**src/rtl/clock_disp_pkg.sv**
```systemverilog
// Shared constants and types for the clock display path: segment glyphs,
// scan state encoding and default scan timing.
package clock_disp_pkg;

  localparam logic [6:0] SEG_BLANK = 7'b1111111;
  localparam logic [6:0] SEG_A     = 7'b0001000;
  localparam logic [6:0] SEG_P     = 7'b0011000;

  typedef enum logic {
    BLANK = 1'b0,
    DRIVE = 1'b1
  } scan_state_t;

  localparam int DEF_NUM_DIGITS   = 8;
  localparam int DEF_REFRESH_DIV  = 100000;
  localparam int DEF_DEAD_CYCLES  = 16;
  localparam int DEF_BLINK_FRAMES = 125;

  // Counter width for a modulo-n counter, never narrower than one bit.
  function automatic int cnt_width(input int n);
    return (n > 1) ? $clog2(n) : 1;
  endfunction

endpackage

```
**src/rtl/scan_prescaler.sv**
```systemverilog
// Scan timebase: slot counter, digit index, frame counter and blink phase.
// Emits single-cycle strobes for the edge that wraps a slot and the edge that ends dead time.
module scan_prescaler
  import clock_disp_pkg::*;
#(
  parameter int NUM_DIGITS   = DEF_NUM_DIGITS,
  parameter int REFRESH_DIV  = DEF_REFRESH_DIV,
  parameter int DEAD_CYCLES  = DEF_DEAD_CYCLES,
  parameter int BLINK_FRAMES = DEF_BLINK_FRAMES
) (
  input  logic                          clk,
  input  logic                          reset,
  output logic [$clog2(NUM_DIGITS)-1:0] o_idx,
  output logic                          o_slot_wrap,
  output logic                          o_drive_start,
  output logic                          o_blink_phase
);

  localparam int SLOT_W  = cnt_width(REFRESH_DIV);
  localparam int IDX_W   = $clog2(NUM_DIGITS);
  localparam int FRAME_W = cnt_width(BLINK_FRAMES);

  localparam logic [SLOT_W-1:0]  SLOT_LAST  = SLOT_W'(REFRESH_DIV - 1);
  localparam logic [SLOT_W-1:0]  DEAD_LAST  = SLOT_W'(DEAD_CYCLES - 1);
  localparam logic [IDX_W-1:0]   IDX_LAST   = IDX_W'(NUM_DIGITS - 1);
  localparam logic [FRAME_W-1:0] FRAME_LAST = FRAME_W'(BLINK_FRAMES - 1);

  logic [SLOT_W-1:0]  r_slot_cnt;
  logic [IDX_W-1:0]   r_idx;
  logic [FRAME_W-1:0] r_frame_cnt;
  logic               r_blink_phase;

  logic w_slot_wrap;
  logic w_frame_wrap;
  logic w_blink_wrap;

  assign w_slot_wrap  = (r_slot_cnt == SLOT_LAST);
  assign w_frame_wrap = w_slot_wrap && (r_idx == IDX_LAST);
  // Frame wrap and blink wrap coincide on one edge: a single toggle, a single reset.
  assign w_blink_wrap = w_frame_wrap && (r_frame_cnt == FRAME_LAST);

  always_ff @(posedge clk) begin
    if (!reset) begin
      r_slot_cnt    <= '0;
      r_idx         <= '0;
      r_frame_cnt   <= '0;
      r_blink_phase <= 1'b0;
    end else begin
      r_slot_cnt <= w_slot_wrap ? '0 : r_slot_cnt + 1'b1;
      if (w_slot_wrap) begin
        r_idx <= (r_idx == IDX_LAST) ? '0 : r_idx + 1'b1;
      end
      if (w_frame_wrap) begin
        r_frame_cnt <= (r_frame_cnt == FRAME_LAST) ? '0 : r_frame_cnt + 1'b1;
      end
      if (w_blink_wrap) begin
        r_blink_phase <= ~r_blink_phase;
      end
    end
  end

  assign o_idx         = r_idx;
  assign o_slot_wrap   = w_slot_wrap;
  assign o_drive_start = (r_slot_cnt == DEAD_LAST);
  assign o_blink_phase = r_blink_phase;

endmodule

```
**src/rtl/display_scan_ctrl.sv**
```systemverilog
// Time-multiplexed 7-segment scan controller with anti-ghosting dead time,
// per-slot input capture and field blinking.
module display_scan_ctrl
  import clock_disp_pkg::*;
#(
  parameter int NUM_DIGITS   = DEF_NUM_DIGITS,
  parameter int REFRESH_DIV  = DEF_REFRESH_DIV,
  parameter int DEAD_CYCLES  = DEF_DEAD_CYCLES,
  parameter int BLINK_FRAMES = DEF_BLINK_FRAMES
) (
  input  logic                          clk,
  input  logic                          reset,
  input  logic                          en_i,
  input  logic [7*NUM_DIGITS-1:0]       digit_seg_i,
  input  logic [NUM_DIGITS-1:0]         dp_i,
  input  logic [NUM_DIGITS-1:0]         blink_mask_i,
  output logic [NUM_DIGITS-1:0]         an_o,
  output logic [6:0]                    seg_o,
  output logic                          dp_o,
  output logic [$clog2(NUM_DIGITS)-1:0] digit_idx_o
);

  localparam int IDX_W = $clog2(NUM_DIGITS);

  logic [IDX_W-1:0] w_idx;
  logic             w_slot_wrap;
  logic             w_drive_start;
  logic             w_blink_phase;

  scan_prescaler #(
    .NUM_DIGITS  (NUM_DIGITS),
    .REFRESH_DIV (REFRESH_DIV),
    .DEAD_CYCLES (DEAD_CYCLES),
    .BLINK_FRAMES(BLINK_FRAMES)
  ) u_prescaler (
    .clk          (clk),
    .reset        (reset),
    .o_idx        (w_idx),
    .o_slot_wrap  (w_slot_wrap),
    .o_drive_start(w_drive_start),
    .o_blink_phase(w_blink_phase)
  );

  logic [6:0] w_seg_arr [NUM_DIGITS];

  genvar gi;
  generate
    for (gi = 0; gi < NUM_DIGITS; gi++) begin : g_seg_split
      assign w_seg_arr[gi] = digit_seg_i[7*gi +: 7];
    end
  endgenerate

  scan_state_t r_state;
  logic [6:0]  r_cap_seg;
  logic        r_cap_dp;
  logic        r_cap_blink;
  logic        r_cap_phase;
  logic [NUM_DIGITS-1:0] r_an;
  logic [6:0]  r_seg;
  logic        r_dp;

  // The output registers load on the capture edge itself, so the effective
  // captured values are the live inputs on that edge and the held copy afterwards.
  logic [6:0]            w_seg_cur;
  logic                  w_dp_cur;
  logic                  w_hide_cur;
  logic                  w_drive_next;
  logic [NUM_DIGITS-1:0] w_an_drive;

  assign w_seg_cur    = w_drive_start ? w_seg_arr[w_idx] : r_cap_seg;
  assign w_dp_cur     = w_drive_start ? dp_i[w_idx] : r_cap_dp;
  assign w_hide_cur   = w_drive_start ? (blink_mask_i[w_idx] && w_blink_phase)
                                      : (r_cap_blink && r_cap_phase);
  assign w_drive_next = w_drive_start || ((r_state == DRIVE) && !w_slot_wrap);
  assign w_an_drive   = ~(NUM_DIGITS'(1) << w_idx);

  always_ff @(posedge clk) begin
    if (!reset) begin
      r_state     <= BLANK;
      r_cap_seg   <= SEG_BLANK;
      r_cap_dp    <= 1'b0;
      r_cap_blink <= 1'b0;
      r_cap_phase <= 1'b0;
      r_an        <= '1;
      r_seg       <= SEG_BLANK;
      r_dp        <= 1'b1;
    end else begin
      case (r_state)
        BLANK: begin
          if (w_drive_start) begin
            r_state     <= DRIVE;
            r_cap_seg   <= w_seg_arr[w_idx];
            r_cap_dp    <= dp_i[w_idx];
            r_cap_blink <= blink_mask_i[w_idx];
            r_cap_phase <= w_blink_phase;
          end
        end
        DRIVE: begin
          if (w_slot_wrap) begin
            r_state <= BLANK;
          end
        end
        default: r_state <= BLANK;
      endcase

      if (w_drive_next && en_i) begin
        r_an  <= w_an_drive;
        r_seg <= w_hide_cur ? SEG_BLANK : w_seg_cur;
        r_dp  <= w_hide_cur ? 1'b1 : ~w_dp_cur;
      end else begin
        r_an  <= '1;
        r_seg <= SEG_BLANK;
        r_dp  <= 1'b1;
      end
    end
  end

  assign an_o        = r_an;
  assign seg_o       = r_seg;
  assign dp_o        = r_dp;
  assign digit_idx_o = w_idx;

endmodule

```
**config.mk**
```make
export PLATFORM = sky130hd
export DESIGN_NAME = display_scan_ctrl
export DESIGN_NICKNAME = d
export VERILOG_FILES = /design/src/rtl/clock_disp_pkg.sv /design/src/rtl/scan_prescaler.sv /design/src/rtl/display_scan_ctrl.sv
export SDC_FILE = /design/constraint.sdc
export NUM_CORES = 1
export LEC_CHECK = 0
export BUFFER_PORTS_ARGS = -buffer_cell sky130_fd_sc_hd__buf_2
export CAP_MARGIN = 20
export CORE_UTILIZATION = 45
export CTS_BUF_LIST = sky130_fd_sc_hd__clkbuf_2 sky130_fd_sc_hd__clkbuf_4 sky130_fd_sc_hd__clkbuf_8
export DETAILED_ROUTE_END_ITERATION = 10
export HOLD_SLACK_MARGIN = 0.1
export PLACE_DENSITY_LB_ADDON = 0.15
export SYNTH_ARGS = -nofsm -noshare
export SYNTH_HDL_FRONTEND = slang
export SYNTH_SLANG_ARGS = --single-unit
```
**constraint.sdc**
```tcl
create_clock -name clk -period 3.6 [get_ports clk]
set_clock_uncertainty 0.05 [all_clocks]
set_input_delay 0.72 -clock clk [delete_from_list [all_inputs] [get_ports clk]]
set_output_delay 0.72 -clock clk [all_outputs]
set_load 0.02 [all_outputs]
```
==> results of run 1 <==
==> metrics by stage <==
step                      instance area (um2)  hold WS [ns]
final                                    3430         0.425
after global routing                     3420         0.442
after CTS                                3420         0.431
after detailed placement                 3330         0.408
after global placement                   3330         0.398
after floorplan                          2800         0.376
==> power by group <==
part / internal [uW] / switching, uW
clock: 144 / 220
sequential: 611 / 2.75
combinational: 47.3 / 32.0
==> layer usage <==
| layer | global-route usage | vias up |
|---|---|---|
| li1 | - | 1232 |
| met1 | 0.329 | 1168 |
| met2 | 0.351 | 55 |
| met3 | 0.0427 | 9 |
| met4 | 0.0625 | 0 |
| met5 | 0 | - |
==> worst paths after layout <==
path	startpoint	to	slack, ns	depth (start not counted)
worst max-delay path	u_prescaler.r_slot_cnt[7]	an_o[4]	1.22	5
worst min-delay path	r_cap_dp	r_cap_dp	0.43	2
worst max register to register	u_prescaler.r_slot_cnt[7]	an_o[4]	1.22	5
worst min register to register	r_cap_dp	r_cap_dp	0.43	2
==> logic make-up after synthesis <==
logic type	Yosys count
buffers and inverters	17
AO/OA/AOI/OAI	25
AND/OR/NAND/NOR	140
flip-flops	55
adder cells (fa/ha/maj)	9
XOR/XNOR	17
multiplexers	30
==> worst min-delay path: stages, from the launching register on <==
cell and delay, ns:
dfxtp_1 0.31, inv_1 0.06, a211oi_1 0.06
==> registers in the layout, summed over array words and instances, names as in the netlist <==
register and count:
u_prescaler.r_slot_cnt 17, an_o 8, r_cap_seg 7, seg_o 7
u_prescaler.r_frame_cnt 7, u_prescaler.o_idx 3, dp_o 1, r_cap_blink 1
r_cap_dp 1, r_cap_phase 1, r_state 1, u_prescaler.o_blink_phase 1
==> cell type report <==
| type | count | share of cell area |
|---|---|---|
| diodes | 1 | 0.000730 |
| clock buffers | 5 | 0.0201 |
| clock inverters | 3 | 0.00767 |
| inverters | 7 | 0.00767 |
| multi-input cells | 221 | 0.477 |
| flip-flops and latches | 55 | 0.321 |
| well taps | 75 | 0.0274 |
| repair buffers | 94 | 0.138 |
==> synthesized netlist by cell type (all sizes together) <==
cell type	n
a211oi	1
o21ai	5
mux4	18
nor3	16
nand3b	1
nor2	26
nand2	55
nor4b	1
or4	2
o221a	1
nand3	20
a32o	1
clkinv	1
or3	3
dfxtp	55
nor4	1
a21oi	6
nand4b	1
buf	3
and3	5
mux2	1
xnor2	9
xor2	8
nand2b	2
and4	2
o211ai	1
inv	6
or2	1
mux2i	11
a31oi	1
nor3b	1
ha	9
nand4	3
a311oi	1
clkbuf	7
a2bb2oi	8
==> flow_summary.ini, run 1 <==
[run_status]
status = finished, final reports clean

[clock_network]
root_buffer = clkbuf_8
cts_sinks = 55
clkTransAtPathRegs_ns = 0.10
cts_buffer_depth = 2
cts_buffers = 5
hold_buffers = 0
cts_tree = yes
cts.htree.levels = 2
postCtsSetupBuffers = 0
cts_resized = 0
clock_latency_ns = 0.31

[cells_and_area]
layout_common_cells = 93 x buf_2, 55 x dfxtp_1, 54 x nand2_1, 26 x nor2_1, 20 x nand3_1
syn_to_final_growth_pct = 22.2
multi_input_area_mm2 = 0.00164
post-route-util = 0.575
layout-drive-gt1-share = 0.332
regArea_mm2 = 0.00110
nets = 468
final_common_cell = buf_2
fin_cells = 461
num-fill-cells = 556

[global_route]
overflow = 0
grt_pass1_wl_um = 11400
track_usage = 0.229
grt_pass1_vias = 2369
grt_max_degree = 24
antenna_found_initial = 0

[logic_synthesis]
synth.avg_cell_area_um2 = 9.57
seq_area_frac_synth = 0.393
synthSimpleGateAreaFrac = 0.239
synth_top_area_cell = dfxtp_1
synth_xor_area_frac = 0.0531
synthAdderAreaFrac = 0.0402
synth_nets = 377
ys_warn_count = 0
synth_cell_types = 41
synth_area_mm2 = 0.00280
synth_compound_area_frac = 0.0629
synth_top_area_share = 0.393
synth_top_family_by_area = simple AND/OR/NAND/NOR gates
synth_area_leaders = dfxtp_1 39%, mux4_2 14%, nand2_1 7.2%
synthMuxAreaShare = 0.188
synth_cells = 293
yosys_register_bits = 55

[setup_path]
worst-path-buf-inv = 0
crit_arrival_ns = 2.47
cp-start-kind = flop
cpPeakStageDelay_ns = 0.58
end_kind = flop
cp.required_ns = 3.69
crit_slowest_cell = a21oi_1
crit_chain = or4_1, nor3_1, nand2_2, a21oi_1, nand3_1
critical_path.top_delay_family = simple AND/OR/NAND/NOR gates
critPathKind = reg -> reg
cp_max_fo = 10

[floorplanning]
dieArea_mm2 = 0.00655
placementRows = 28
die_w_um = 80.9
fp.dieH_um = 80.9
core_area_mm2 = 0.00596
ios = 94
start_util = 0.471

[sta]
timing.final.crit_share = 0.661
maxSlewViolCount = 0
setup_ws_ns = 1.22
tightest_slew_ns = 0.966
rsz0062_at_grt = false
fmax_ghz = 0.420
layout_min_cycle_time_ns = 2.38
final.setup.tns_ns = 0
setup_viol = 0
hold_violations = 0
relSlewSlack = 0.355

[detailed_routing]
drtIter0Drc = 198
routedWlPerCell_um = 14.8
wl_met3_um = 266
first_pass_iters = 4
vias_per_cell = 5.34
vias = 2464
drtAntennaViolNets = 0
drc = 0
met2WireLength_um = 3090
highest_layer = met4
wl_met1_um = 3410
finalWirelength_um = 6830

[power]
power.total_uw = 1060
powerDensity_mw_per_mm2 = 308
p_leak_uw = 0.00145
vdd_drop_max_uv = 217

[placed_design]
dp_slack_ns = 1.26
hpwl_um = 5280
port_buffers = 93
gp_congestion = 0.799
dp.cells = 452

[hold_path]
hp-class = reg -> reg

[job]
maxCapViolCount = 0
Power figures use the tool's default switching activity.
==> run 2, diff against run 1 <==
Settings changed: ABC_AREA set to 1.
Clock period 3.6 ns to 2 ns, I/O delays scaled along.
==> flow_summary.ini, run 2 <==
[logic_synthesis]
synthSimpleGateAreaFrac = 0.434
async_reset_ff_frac = 0
ys_warn_count = 0
seq_area_frac_synth = 0.296
yosysMostFrequentCell = nand2_1
synth_edf_count = 0
synth_cells = 627
synth_compound_area_frac = 0.0923
synth_top_area_share = 0.296
synth.avg_cell_area_um2 = 5.94
synth_cell_types = 31
synth_ff_type = dfxtp_1
synthTopCellsByCount = 201 x nand2_1, 101 x inv_1, 91 x nand3_1, 55 x dfxtp_1, 53 x nor2_1
synth_top_area_cell = dfxtp_1
yosys_register_bits = 55
synth_area_mm2 = 0.00373
synthAdderAreaFrac = 0.0302
synthMuxAreaShare = 0
synth_area_leaders = dfxtp_1 30%, nand2_1 20%, nand3_1 12%
synth_nets = 711
synth_top_family_by_area = simple AND/OR/NAND/NOR gates
synth_xor_area_frac = 0.0141

[detailed_routing]
wl_met1_um = 5000
routedWlPerCell_um = 12.0
wl_met3_um = 596
finalWirelength_um = 9820
drtAntennaViolNets = 0
first_pass_iters = 4
drc = 0
drtIter0Drc = 210
vias_per_cell = 4.93
vias = 4033
met2WireLength_um = 4180
highest_layer = met4

[clock_network]
clkTransAtPathRegs_ns = 0.11
cts.htree.levels = 2
clock_latency_ns = 0.31
cts_tree = yes
hold_buffers = 0
cts_buffer_depth = 2
cts_buffers = 5
cts_sinks = 55
root_buffer = clkbuf_8

[sta]
rsz0062_at_grt = false
final.setup.tns_ns = 0
relSlewSlack = 0.626
maxSlewViolCount = 0
layout_min_cycle_time_ns = 1.80
whs_ns = 0.362
fmax_ghz = 0.555
setup_viol = 0
timing.final.crit_share = 0.901
hold_violations = 0
tightest_slew_ns = 0.561

[global_route]
track_usage = 0.243
grt_pass1_wl_um = 16900
grt_pass1_vias = 3738
overflow = 0
grt_max_degree = 29
antenna_found_initial = 0

[setup_path]
r2r-start = u_prescaler.r_slot_cnt[0]
crit_path_start = u_prescaler.r_slot_cnt[0]
cpPeakStageDelay_ns = 0.37
critPathKind = reg -> reg
cp.required_ns = 2.15
crit_slowest_cell = dfxtp_1
crit_arrival_ns = 1.95
crit_chain = ha_1, nand3_1, nor3_1, nand2_1, nand2_1, buf_4, a21oi_1
cpMostUsedCell = nand2_1
end_kind = flop
cp-start-kind = flop
cp_max_fo = 11

[cells_and_area]
regMostFlops = u_prescaler.r_slot_cnt
layout_common_cells = 201 x nand2_1, 101 x inv_1, 93 x buf_2, 91 x nand3_1, 55 x dfxtp_1
nets = 799
syn_to_final_growth_pct = 17.8
layout-drive-gt1-share = 0.179
final_common_cell = nand2_1
n_antenna_cell = 0
largest_reg_flops = 17

[floorplanning]
ios = 94
die_w_um = 93.0
dieArea_mm2 = 0.00865
fp.dieH_um = 93.0
placementRows = 32
core_area_mm2 = 0.00785
start_util = 0.475

[power]
p_leak_uw = 0.00227
vdd_drop_max_uv = 319
powerDensity_mw_per_mm2 = 439

[hold_path]
min-delay-start = reset
hp-class = in -> reg

[job]
maxCapViolCount = 0

[placed_design]
gp_congestion = 0.856
port_buffers = 93
hpwl_um = 7820

[run_status]
status = finished, final reports clean
[run 2: kinds of logic (layout without fill, tap and decap cells)]
group | count (synthesis) | after routing
AND/OR/NAND/NOR | 370 | 370
AO/OA/AOI/OAI | 62 | 62
buffers and inverters | 125 | 214
adder cells (fa/ha/maj) | 9 | 9
XOR/XNOR | 6 | 6
flip-flops | 55 | 55
[run 2: per-stage QoR]
step           area [um2]  utilization  instances  total power (uW)  worst slack (ns)
3_5_place_dp         4280        0.545        809              1310            0.0887
6_report             4390        0.559        818              1930             0.197
5_1_grt              4390        0.559        818              2010            0.0247
2_1_floorplan        3730            -        627              1210             0.303
4_1_cts              4370        0.557        817              1940            0.0742
3_3_place_gp         4280        0.545        809              1310             0.204
[run 2: repair_timing]
action / 4_1_cts / 5_1_grt
buffers inserted: 0 / 1
gates resized for setup: 0 / 0
endpoints found under the hold margin: 0 / 0
endpoints found under the setup margin: 0 / 16
[run 2: path summary, 6_finish.rpt]
check	end	slack, ns	depth (start not counted)
setup / recovery	u_prescaler.r_slot_cnt[4]	0.20	7
hold / removal	u_prescaler.o_blink_phase	0.36	3
setup reg to reg	u_prescaler.r_slot_cnt[4]	0.20	7
hold reg to reg	u_prescaler.r_slot_cnt[0]	0.41	1
[run 2: worst max-delay path, delay by kind of cell (launching register included)]
kind,cells,cell delay (ns)
simple gates,4,0.75
flops,1,0.37
fa+ha+maj,1,0.26
buf+inv,1,0.21
compound gates,1,0.05
[run 2: where the power goes]
part	leakage (uW)	switching [uW]	internal [uW]	total [uW]
clock network	0.0000489	391	255	646
logic	0.00178	90.5	87.2	178
registers	0.000444	5.05	1100	1100
[run 2: metal layers]
metal | vias to the layer above | track usage
li1 | 2123 | -
met1 | 1772 | 0.349
met2 | 134 | 0.390
met3 | 4 | 0.0390
met4 | 0 | 0.0346
met5 | - | 0
[run 2: final cells by class]
class	count	area, um2
Timing Repair Buffer	104	561
Fill cell	838	3460
Sequential cell	55	1100
Clock inverter	3	22.5
Inverter	102	383
Tap cell	102	128
Clock buffer	5	68.8
Multi-Input combinational cell	447	2120
==> run 3, diff against run 2 <==
--- a/config.mk
+++ b/config.mk
@@ -6,5 +6,4 @@
 export NUM_CORES = 1
 export LEC_CHECK = 0
-export ABC_AREA = 1
 export BUFFER_PORTS_ARGS = -buffer_cell sky130_fd_sc_hd__buf_2
 export CAP_MARGIN = 20
==> constraint.sdc (replaced) <==
create_clock -name clk -period 2 [get_ports clk]
set_clock_uncertainty 0.05 [all_clocks]
set_input_delay 0.1 -clock clk [delete_from_list [all_inputs] [get_ports clk]]
set_output_delay 0.1 -clock clk [all_outputs]
set_load 0.02 [all_outputs]
==> flow_summary.ini, run 3 (synthesized netlist as in run 1, its figures left out) <==
[placed_design]
port_buffers = 93
gp_congestion = 0.751
hpwl_um = 5710

[global_route]
grt_max_degree = 18
overflow = 0
grt_pass1_wl_um = 11700
grt_pass1_vias = 2467
antenna_found_initial = 0
track_usage = 0.235

[detailed_routing]
routedWlPerCell_um = 14.6
drc = 0
vias_per_cell = 5.26
drtAntennaViolNets = 0
first_pass_iters = 4
vias = 2566
finalWirelength_um = 7130
drtIter0Drc = 159

[floorplanning]
dieArea_mm2 = 0.00655
placementRows = 28
start_util = 0.471
fp.dieH_um = 80.9
die_w_um = 80.9
core_area_mm2 = 0.00596
ios = 94

[sta]
fmax_ghz = 0.502
layout_min_cycle_time_ns = 1.99
rsz0062_at_grt = true
final.setup.tns_ns = 0
maxSlewViolCount = 0
setup_viol = 0
timing.final.crit_share = 0.995
hold_violations = 0
tightest_slew_ns = 0.367
relSlewSlack = 0.755

[power]
p_leak_uw = 0.00161
vdd_drop_max_uv = 470
powerDensity_mw_per_mm2 = 512
sw_frac_of_total = 0.221
p_clk_frac = 0.337
pwr-share-comb = 0.080
internal-power_uw = 1470
p_switching_uw = 419
seqPwrFrac = 0.583

[setup_path]
cp-start-kind = flop
cp_max_fo = 4
crit_arrival_ns = 2.14
r2r_cells = 5
cpPeakStageDelay_ns = 0.57
crit_chain = or4_4, or3_4, nor3_4, nand2_1, a32o_1
crit_slowest_cell = or4_4
critPathKind = reg -> reg
end_kind = flop
cp.required_ns = 2.15

[clock_network]
cts_tree = yes
root_buffer = clkbuf_8
clock_latency_ns = 0.30
cts_buffer_depth = 2
hold_buffers = 0
cts_buffers = 5
cts_sinks = 55
cts.htree.levels = 2
clkTransAtPathRegs_ns = 0.10

[hold_path]
hold_depth = 3
hp-class = in -> reg

[cells_and_area]
post-route-util = 0.621
regMostFlops = u_prescaler.r_slot_cnt
n_antenna_cell = 0
nets = 496
num-fill-cells = 518
final_common_cell = buf_2
layout_common_cells = 93 x buf_2, 54 x dfxtp_1, 53 x nand2_1, 26 x buf_4, 25 x nor2_1
regArea_mm2 = 0.00110
largest_reg_flops = 17
syn_to_final_growth_pct = 32.0
multi_input_area_mm2 = 0.00166
layout-drive-gt1-share = 0.387

[job]
maxCapViolCount = 0

[run_status]
status = finished, final reports clean
[run 3: cell count changes in the layout (fill, tap and decap cells not counted), sizes merged, moves of 11 or more]
| cell | delta |
|---|---|
| a21oi | -31 |
| o21ai | -11 |
| inv | -98 |
| nor2 | -36 |
| nor3 | +13 |
| buf | +18 |
| nand2 | -147 |
| nand3 | -72 |
| mux2i | +11 |
| mux4 | +18 |
[run 3: path summary, 6_finish.rpt]
path              slack, ns                  startpoint                    endpoint
setup / recovery       0.01  u_prescaler.r_slot_cnt[11]  u_prescaler.r_frame_cnt[6]
hold / removal         0.15                       reset                r_cap_seg[3]
setup reg to reg       0.01  u_prescaler.r_slot_cnt[11]  u_prescaler.r_frame_cnt[6]
hold reg to reg        0.42   u_prescaler.r_slot_cnt[0]   u_prescaler.r_slot_cnt[0]
[run 3: worst max-delay path: cells and delay by family (launching register included)]
family	cells	cell delay, ns
AOI/OAI and AO/OA	1	0.22
and+or+nand+nor	4	1.29
DFF	1	0.33
[run 3: area by class of cell]
cell class                      count  area share
Inverter                            7     0.00710
Multi-Input combinational cell    221       0.448
Sequential cell                    55       0.298
Tap cell                           75      0.0254
Clock inverter                      2     0.00440
Timing Repair Buffer              122       0.195
Clock buffer                        6      0.0223
[run 3: what timing repair did]
| item | 4_1_cts | 5_1_grt |
|---|---|---|
| setup endpoints to repair | 11 | 46 |
| cloned | 0 | 0 |
| pin swaps | 0 | 5 |
| resized for setup | 1 | 8 |
| endpoints found under the hold margin | 0 | 0 |
| buffers inserted | 0 | 3 |
[run 3: routing by layer]
layer,wire (um),up-vias,track usage,part of all wire
li1,-,1284,-,-
met1,3360,1206,0.317,0.47
met2,3380,72,0.372,0.47
met3,353,4,0.0539,0.050
met4,42,0,0.0714,0.0059
met5,0,-,0,0
[run 3: through the flow]
stage          area [um2]  power, uW  instances  setup WS, ns  hold WS [ns]
6_report             3700       1890        488       0.00968         0.150
5_1_grt              3700       1960        488        -0.116         0.153
4_1_cts              3660       1910        485       -0.0102         0.143
3_5_place_dp         3550       1280        477       -0.0955         0.411
3_3_place_gp         3550       1280        477       -0.0508         0.390
2_1_floorplan        2810       1190        293        0.0456         0.376
[run 3: power by group through the flow]
| stage | sequential [uW] | combinational [uW] | clock (uW) |
|---|---|---|---|
| 2_1_floorplan | 1130 | 59.8 | 0 |
| 3_3_place_gp | 1130 | 148 | 0 |
| 3_5_place_dp | 1130 | 150 | 0 |
| 4_1_cts | 1100 | 151 | 651 |
| 5_1_grt | 1110 | 166 | 693 |
| 6_report | 1100 | 152 | 638 |
